### src/rtl/ps2_lock_pkg.sv
// Shared types and constants for the PS/2 keypad code lock.
// Lock FSM states, PS/2 prefix bytes and a small max helper.
package ps2_lock_pkg;

  typedef enum logic [1:0] {
    ENTRY,
    UNLOCKED,
    LOCKOUT
  } lock_state_t;

  localparam logic [7:0] PS2_BREAK = 8'hF0;
  localparam logic [7:0] PS2_EXT   = 8'hE0;

  function automatic int max_i(input int a, input int b);
    return (a > b) ? a : b;
  endfunction

endpackage

### src/rtl/ps2_code_lock_if.sv
// FWFT FIFO read port between the scancode FIFO and the lock.
// master = FIFO side (empty, code); slave = lock side (r_en).
interface ps2_code_lock_if #(
  parameter int CODE_WIDTH = 8
);
  logic                  empty;
  logic [CODE_WIDTH-1:0] code;
  logic                  r_en;

  modport master (
    output empty,
    output code,
    input  r_en
  );

  modport slave (
    input  empty,
    input  code,
    output r_en
  );
endinterface

### src/rtl/ps2_code_lock_timer.sv
// Down-counter shared by the unlock hold and the lockout period.
// Ports: clk, rst_n, load, load_val -> expired (count == 0).
module lock_timer #(
  parameter int WIDTH = 8
) (
  input  logic             clk,
  input  logic             rst_n,
  input  logic             load,
  input  logic [WIDTH-1:0] load_val,
  output logic             expired
);

  logic [WIDTH-1:0] count;

  always_ff @(posedge clk) begin
    if (!rst_n) begin
      count <= '0;
    end else if (load) begin
      count <= load_val;
    end else if (count != '0) begin
      count <= count - WIDTH'(1);
    end
  end

  assign expired = (count == '0);

endmodule

### src/rtl/ps2_code_lock.sv
// Keypad code lock: pops PS/2 scancodes, matches a password, holds unlock, locks out.
// Ports: clk, rst_n, fifo (FWFT read), password, relock -> leds, unlocked, locked_out, fail, attempts_left.
module ps2_code_lock
  import ps2_lock_pkg::*;
#(
  parameter int PASSWORD_LEN   = 4,
  parameter int CODE_WIDTH     = 8,
  parameter int MAX_ATTEMPTS   = 3,
  parameter int UNLOCK_CYCLES  = 50_000_000,
  parameter int LOCKOUT_CYCLES = 100_000_000
) (
  input  logic                               clk,
  input  logic                               rst_n,
  ps2_code_lock_if.slave                     fifo,
  input  logic [PASSWORD_LEN*CODE_WIDTH-1:0] password,
  input  logic                               relock,
  output logic [PASSWORD_LEN-1:0]            leds,
  output logic                               unlocked,
  output logic                               locked_out,
  output logic                               fail,
  output logic [$clog2(MAX_ATTEMPTS+1)-1:0]  attempts_left
);

  localparam int AW = $clog2(MAX_ATTEMPTS + 1);
  localparam int TW = max_i(1, $clog2(max_i(UNLOCK_CYCLES, LOCKOUT_CYCLES)));
  localparam int IW = max_i(1, $clog2(PASSWORD_LEN));
  localparam int CW = CODE_WIDTH;

  lock_state_t     state;
  logic [IW-1:0]   idx;
  logic            skip;

  logic [CW-1:0]   digit [PASSWORD_LEN];

  logic            take;
  logic            is_ext;
  logic            is_brk;
  logic            real_byte;
  logic            hit;
  logic            last;
  logic            to_lock;
  logic            tmr_load;
  logic [TW-1:0]   tmr_val;
  logic            tmr_expired;

  for (genvar i = 0; i < PASSWORD_LEN; i++) begin : g_dig
    assign digit[i] = password[i*CW +: CW];
  end

  // Popping never stalls: bytes in UNLOCKED/LOCKOUT are simply drained.
  assign fifo.r_en = !fifo.empty;

  always_comb begin
    take      = !fifo.empty;
    is_ext    = (fifo.code == CW'(PS2_EXT));
    is_brk    = (fifo.code == CW'(PS2_BREAK));
    real_byte = take && (state == ENTRY) && !skip && !is_ext && !is_brk;
    hit       = (fifo.code == digit[idx]);
    last      = (idx == IW'(PASSWORD_LEN - 1));
    to_lock   = (attempts_left == AW'(1));
    tmr_load  = 1'b0;
    tmr_val   = TW'(UNLOCK_CYCLES - 1);
    if (real_byte && hit && last) begin
      tmr_load = 1'b1;
    end else if (real_byte && !hit && to_lock) begin
      tmr_load = 1'b1;
      tmr_val  = TW'(LOCKOUT_CYCLES - 1);
    end
  end

  lock_timer #(
    .WIDTH(TW)
  ) u_timer (
    .clk     (clk),
    .rst_n   (rst_n),
    .load    (tmr_load),
    .load_val(tmr_val),
    .expired (tmr_expired)
  );

  always_ff @(posedge clk) begin
    if (!rst_n) begin
      state         <= ENTRY;
      idx           <= '0;
      skip          <= 1'b0;
      leds          <= '0;
      unlocked      <= 1'b0;
      locked_out    <= 1'b0;
      fail          <= 1'b0;
      attempts_left <= AW'(MAX_ATTEMPTS);
    end else begin
      fail <= 1'b0;
      unique case (state)
        ENTRY: begin
          if (take) begin
            if (skip) begin
              skip <= 1'b0;
            end else if (is_ext) begin
              skip <= 1'b0;
            end else if (is_brk) begin
              skip <= 1'b1;
            end else if (hit && last) begin
              state         <= UNLOCKED;
              leds          <= '1;
              unlocked      <= 1'b1;
              idx           <= '0;
              attempts_left <= AW'(MAX_ATTEMPTS);
            end else if (hit) begin
              leds[idx] <= 1'b1;
              idx       <= idx + IW'(1);
            end else begin
              leds <= '0;
              idx  <= '0;
              fail <= 1'b1;
              if (to_lock) begin
                state         <= LOCKOUT;
                locked_out    <= 1'b1;
                attempts_left <= '0;
              end else begin
                attempts_left <= attempts_left - AW'(1);
              end
            end
          end
        end
        UNLOCKED: begin
          if (relock || tmr_expired) begin
            state    <= ENTRY;
            leds     <= '0;
            unlocked <= 1'b0;
            idx      <= '0;
            skip     <= 1'b0;
          end
        end
        LOCKOUT: begin
          if (tmr_expired) begin
            state         <= ENTRY;
            locked_out    <= 1'b0;
            attempts_left <= AW'(MAX_ATTEMPTS);
            idx           <= '0;
            skip          <= 1'b0;
          end
        end
        default: begin
          state <= ENTRY;
        end
      endcase
    end
  end

endmodule

### src/flat_wrapper.sv
// flat-port wrapper written by rule: the top's interface ports become plain ports
module ps2_code_lock_flat import ps2_lock_pkg::*;
#(
  parameter int PASSWORD_LEN   = 4,
  parameter int CODE_WIDTH     = 8,
  parameter int MAX_ATTEMPTS   = 3,
  parameter int UNLOCK_CYCLES  = 50_000_000,
  parameter int LOCKOUT_CYCLES = 100_000_000
)
  (clk, rst_n, password, relock, leds, unlocked, locked_out, fail, attempts_left, fifo_empty, fifo_code, fifo_r_en);
  ps2_code_lock_if #(.CODE_WIDTH(CODE_WIDTH)) fifo_i ();
  input  logic clk;
  input  logic rst_n;
  input  logic [PASSWORD_LEN*CODE_WIDTH-1:0] password;
  input  logic relock;
  output logic [PASSWORD_LEN-1:0] leds;
  output logic unlocked;
  output logic locked_out;
  output logic fail;
  output logic [$clog2(MAX_ATTEMPTS+1)-1:0] attempts_left;
  input wire logic [$bits(fifo_i.empty)-1:0] fifo_empty;
  input wire logic [$bits(fifo_i.code)-1:0] fifo_code;
  output wire logic [$bits(fifo_i.r_en)-1:0] fifo_r_en;
  assign fifo_i.empty = fifo_empty;
  assign fifo_i.code = fifo_code;
  assign fifo_r_en = fifo_i.r_en;
  ps2_code_lock #(.PASSWORD_LEN(PASSWORD_LEN), .CODE_WIDTH(CODE_WIDTH), .MAX_ATTEMPTS(MAX_ATTEMPTS), .UNLOCK_CYCLES(UNLOCK_CYCLES), .LOCKOUT_CYCLES(LOCKOUT_CYCLES)) u_core (.clk(clk), .rst_n(rst_n), .fifo(fifo_i), .password(password), .relock(relock), .leds(leds), .unlocked(unlocked), .locked_out(locked_out), .fail(fail), .attempts_left(attempts_left));
endmodule
### config.mk
export PLATFORM = sky130hd
export DESIGN_NAME = ps2_code_lock_flat
export DESIGN_NICKNAME = d
export VERILOG_FILES = /design/src/rtl/ps2_lock_pkg.sv /design/src/rtl/ps2_code_lock_if.sv /design/src/rtl/ps2_code_lock_timer.sv /design/src/rtl/ps2_code_lock.sv /design/src/flat_wrapper.sv
export SDC_FILE = /design/constraint.sdc
export NUM_CORES = 1
export LEC_CHECK = 0
export ABC_AREA = 1
export CORE_MARGIN = 3
export CORE_UTILIZATION = 58
export DETAILED_ROUTE_END_ITERATION = 8
export GPL_TIMING_DRIVEN = 0
export PLACE_DENSITY = 0.95
export REMOVE_ABC_BUFFERS = 1
export SLEW_MARGIN = 5
export SYNTH_ARGS = -nofsm -noshare
export SYNTH_HDL_FRONTEND = slang
export SYNTH_HIERARCHICAL = 1
export SYNTH_SLANG_ARGS = --single-unit
### constraint.sdc
create_clock -name clk -period 7.7 [get_ports clk]
set_input_delay 1.54 -clock clk [delete_from_list [all_inputs] [get_ports clk]]
set_output_delay 1.54 -clock clk [all_outputs]
set_load 0.1 [all_outputs]
* Word level (Yosys, flattened, before mapping)
Index checks and enable logic that the tools add are counted.
** Word-level totals
- Bits of input ports :: 44
- Output and inout bits :: 10
- Register bits after elaboration :: 41
- Logic and storage cells :: 136
** Cells by class
- Add/subtract/negate cells :: 3
- Equality and inequality tests :: 19
- Bitwise gates (word level) :: 4
- Reductions and logical operators :: 31
- Order comparisons :: 3
- Muxes and demuxes :: 67
** Operator list (count)
- 2-to-1 mux 27 bit :: 4
- 2-to-1 mux 2 bit :: 23
- 2-to-1 mux 4 bit :: 7
- zero test 27 bit :: 1
- nonzero test 27 bit :: 1
- subtractor 27 x 1 -> 27 bit, second input constant :: 1
- 2-to-1 mux 1 bit :: 22
- AND reduction 7 bit :: 3
- binary-select mux 8 bit (select 2 bit) :: 1
- equality test 8 bit, second input constant :: 2
- 2-to-1 mux 8 bit :: 2
- != test 2 bit, second input constant :: 7
- case mux 2 bit (3 select lines) :: 2
- logical AND 1 bit :: 10
- AND reduction 9 bit :: 1
- equality test 8 bit :: 1
- case mux 4 bit (2 select lines) :: 1
- AND reduction 8 bit :: 1
- OR reduction 7 bit :: 1
- != test 2 x 1 -> 1 bit, second input constant :: 3
- AND reduction 6 bit :: 1
- nonzero test 2 bit :: 3
- zero test 1 bit :: 5
- equality test 2 x 1 -> 1 bit, second input constant :: 2
- 19 further kinds :: 22

* Longest topological paths before layout
- Depth after elaboration :: 12
- Depth in mapped cells :: 22
- Gate-level depth less buffers :: 19

* By module
The synthesis kept the hierarchy.
** By module, submodules not included
- lock_timer :: area each 1841.8 um2, instances 1, cells each 303, seq. area each 540.5 um2
- ps2_code_lock :: area each 1348.8 um2, instances 1, cells each 226, seq. area each 280.3 um2

* Worst setup path after synthesis
OpenSTA, ideal clock, no wires.
- Path type :: input port to output port
- Start :: input fifo_empty
- End :: output fifo_r_en
- Path buffers :: 0
- Stages :: 1
- Required time :: 6.160 ns
- Setup slack :: 4.033 ns
- Data arrival time :: 2.127 ns
- Cells stage by stage :: inv_1
** On the way
- Word-level cells in the longest chain between the ends :: 1
** RTL lines
- start, declared :: line flat_wrapper.sv:21 : input wire logic [$bits(fifo_i.empty)-1:0] fifo_empty;
- zero test 1 bit :: line ps2_code_lock.sv:51 : assign fifo.r_en = !fifo.empty;
- end, declared :: line flat_wrapper.sv:23 : output wire logic [$bits(fifo_i.r_en)-1:0] fifo_r_en;
Every way passes these cells.

* Final worst setup path
- Start :: input fifo_code[2]
- End :: register u_core.u_timer.count[1]
** On the way
- Word-level cells in the longest chain between the ends :: 9
- Elaborated cells on any way between the ends :: 17
- Classes of those cells :: eq/ne: 3; mux: 4; reduce/logical: 10
** RTL lines
- start, declared :: line flat_wrapper.sv:22 : input wire logic [$bits(fifo_i.code)-1:0] fifo_code;
- equality test 8 bit :: line ps2_code_lock.sv:55 : is_ext = (fifo.code == CW'(PS2_EXT));
- zero test 1 bit :: line ps2_code_lock.sv:57 : real_byte = take && (state == ENTRY) && !skip && !is_ext && !is_brk;
- logical AND 1 bit (2 in a row) :: line ps2_code_lock.sv:57
- logical AND 1 bit (2 in a row) :: line ps2_code_lock.sv:65 : end else if (real_byte && !hit && to_lock) begin
- 2-to-1 mux 1 bit :: line ps2_code_lock.sv:65
- 2-to-1 mux 1 bit * :: line ps2_code_lock.sv:63 : if (real_byte && hit && last) begin
- named net u_core.tmr_load :: line ps2_code_lock.sv:42 : logic tmr_load;
- 2-to-1 mux 27 bit or nonzero test 2 bit (tied branches)
- end signal, assigned :: line ps2_code_lock_timer.sv:19 : count <= load_val;
- end signal, assigned :: line ps2_code_lock_timer.sv:21 : count <= count - WIDTH'(1);
- end, declared :: line ps2_code_lock_timer.sv:13 : logic [WIDTH-1:0] count;
Mark *: on every way through the listed nets, which the timed path passes. The rest lies on a longest branch.
A chain may end at the register's enable or synchronous reset.

==> impl_metrics.py <==
metrics = {
    "placed_design": {
        "numPlacedInstances": 655,
        "hpwl_um": 6371,
        "portBuffers": 53,
        "post-place-ws_ns": 2.421,
        "gp_congestion": 0.9513,
    },
    "cells_and_area": {
        "area_growth_pct": 21.18,
        "drive_gt1_frac": 0.09106,
        "stdcell_count": 663,
        "antenna_cells": 0,
        "nNetsFinal": 646,
        "num-fill-cells": 435,
    },
    "logic_synthesis": {
        "synth_area_leaders": "dfxtp_1 (26%), nand2_1 (21%), nor2_1 (7.1%)",
        "yosys_register_bits": 41,
        "yosysSeqAreaShare": 0.2573,
        "yosysTopAreaCell": "dfxtp_1",
        "synth.distinct_cells": 34,
        "synth_top_area_frac": 0.2573,
        "syn_area_mm2": 0.003191,
        "synth_cells": 529,
        "syn_area_per_cell_um2": 6.031,
        "ys_warn_count": 6,
    },
    "critical_path": {
        "path_buf_inv": 5,
        "cp_top_family": "simple AND/OR/NAND/NOR gates",
        "crit_slowest_cell": "nand2_1",
        "path_depth": 15,
        "cp_slowest_stage_delay_ns": 0.88,
        "cp_max_fo": 33,
        "criticalPathCategory": "in -> reg",
        "rr_worst_depth": 18,
        "start_kind": "input port",
        "crit_chain": "clkdlybuf4s50_1 > inv_1 > nand4_1 > inv_1 > nand2_1 > nand3_1 > a21oi_1 > nand2_1 > nor2_1 > inv_1 > nand2_1 > inv_1 > nand2_2 > nand2_1 > a21oi_1",
        "arrival_ns": 5.29,
        "cp-end-kind": "register",
        "critPathRequiredTime_ns": 7.92,
    },
    "sta": {
        "max_freq_mhz": 197.1,
        "fin_crit_sh": 0.6589,
        "grt_setup_unrepaired": "no",
        "finalHoldWorstSlack_ns": 0.4585,
        "max_slew_margin": 0.2431,
        "setup_ws_ns": 2.626,
        "worstMarginPinSlew_ns": 1.133,
        "finalSetupViolCount": 0,
        "finalMaxSlewViolations": 0,
        "final.setup_skew_ns": 0.006878,
        "period_needed_ns": 5.074,
        "tns_ns": 0,
        "final_hold_viol_count": 0,
    },
    "floorplan": {
        "start_util": 0.6130,
        "row_count": 26,
        "die_y_um": 80.17,
        "ios": 54,
        "die_w_um": 80.17,
        "die_area_mm2": 0.006427,
        "core-area_mm2": 0.005205,
    },
    "cts": {
        "cts_tree": "yes",
        "cts_buffer_depth": 2,
        "cts_buffers": 5,
        "htreeDepth": 2,
        "ctsHoldBuffers": 0,
        "clk_pin_slew_ns": 0.08,
        "clk_latency_ns": 0.29,
        "cts_root_buf": "clkbuf_8",
        "post-cts-setup-buffers": 0,
        "clock-sinks": 41,
        "cts_resized": 0,
    },
    "detailed_routing": {
        "wirelength_um": 8360,
        "drtPass1Iterations": 5,
        "vias": 3545,
        "antenna_left": 0,
        "wl_per_cell_um": 12.61,
        "drt_iter0_drc": 230,
        "viasPerCell": 5.347,
        "drc": 0,
    },
    "global_routing": {
        "antenna_found_initial": 0,
        "grt_use_total": 0.2703,
        "grt_pass1_wl_um": 14060,
        "grt_pass1_vias": 3279,
        "grt_max_degree": 34,
        "overflow": 0,
    },
    "hold_path": {
        "hold_path.class": "reg -> reg",
        "holdPathStages": 2,
    },
    "power_and_ir_drop": {
        "p_per_area_mw_per_mm2": 340.9,
        "p_leak_nw": 1.813,
        "power.total_mw": 1.318,
        "peakVddDrop_mv": 0.2513,
    },
    "status": {
        "status": "complete, no violations",
    },
    "run": {
        "max_cap_violations": 0,
    },
}
## placed cells by master (no fill, tap or decap), types with 6 or more instances in the layout
cell,synthesis,final
nand2_1,175,175
nor2_1,60,60
ha_1,10,10
nor2_4,7,7
nor2_2,11,11
conb_1,2,18
a21oi_1,32,32
nand3_2,8,8
nand4_1,14,14
dfxtp_1,41,41
inv_1,53,53
nand2_2,10,10
o21ai_0,16,16
clkdlybuf4s50_1,0,53
nand3_1,44,44
xnor2_1,6,6
## cell families after synthesis
| group | share of synthesized area |
|---|---|
| other | 0.002354 |
| AO/OA/AOI/OAI | 0.09333 |
| adder cells (fa/ha/maj) | 0.03922 |
| AND/OR/NAND/NOR | 0.4871 |
| flip-flops | 0.2573 |
| XOR/XNOR | 0.02471 |
| buffers and inverters | 0.09608 |
## report_power, final
| part | switching, mW | internal [mW] | total, mW |
|---|---|---|---|
| combinational | 0.563 | 0.283 | 0.846 |
| sequential | 0.0599 | 0.273 | 0.333 |
| clock | 0.0758 | 0.0630 | 0.139 |
| total | 0.699 | 0.619 | 1.32 |
## synthesized netlist by cell type (all sizes together)
cell type,number
clkbuf,6
ha,10
nand2,185
o2bb2ai,1
a22oi,1
dfxtp,41
or3,1
inv,57
nor2,78
xnor2,6
or2,4
buf,7
nand3b,1
nor3,6
o21ai,21
a21oi,33
nand4,14
conb,2
nand3,52
xor2,3
## routing by layer
metal	up-vias	global-route usage	wire, um
met1	1607	0.2971	3308
met2	131	0.5132	4269
met3	22	0.04596	577
li1	1785	-	-
met5	-	0	0
met4	0	0.09628	204
## metrics by stage
step	instance area (um2)	utilization
5_1_grt	3866	0.7428
3_3_place_gp	3784	0.7269
4_1_cts	3866	0.7428
3_5_place_dp	3784	0.7269
6_report	3866	0.7428
2_1_floorplan	3166	-
## area by class of cell
class	count	area, um2	area share
Tap cell	70	87.58	0.02265
Clock buffer	6	72.57	0.01877
Inverter	57	221.5	0.05728
Sequential cell	41	820.8	0.2123
Multi-Input combinational cell	434	2123	0.5492
Timing Repair Buffer	53	530.5	0.1372
Clock inverter	2	10.01	0.002589
## final timing paths
kind / startpoint / slack [ns] / to
setup / recovery: fifo_code[2] / 2.63 / u_core/u_timer/count[1]
hold / removal: u_core/leds[3] / 0.46 / u_core/leds[3]
setup reg to reg: u_core/idx[0] / 3.32 / u_core/u_timer/count[1]
hold reg to reg: u_core/leds[3] / 0.46 / u_core/leds[3]
## flip-flops by register name, summed over array words and instances, names as in the netlist
register and flops:
u_core/u_timer/count 27, u_core/leds 4, u_core/attempts_left 2, u_core/idx 2, u_core/state 2, u_core/fail 1
u_core/locked_out 1, u_core/skip 1, u_core/unlocked 1
## worst register-to-register path, cell delays in order, from the launching register on
cell and delay [ns]:
dfxtp_1 0.83, inv_6 0.19, nand2_1 0.11, nand3_1 0.08, nand2_1 0.11, nand2_1 0.05, nand2_1 0.05, inv_1 0.03
nand2_1 0.06, nor2_2 0.06, nand2_2 0.09, nand2_1 0.07, nor2_1 0.34, inv_1 0.23, nand2_1 0.88, inv_1 0.55
nand2_2 0.36, nand2_1 0.08, a21oi_1 0.13
No activity file was read; power rests on OpenSTA's default activity.
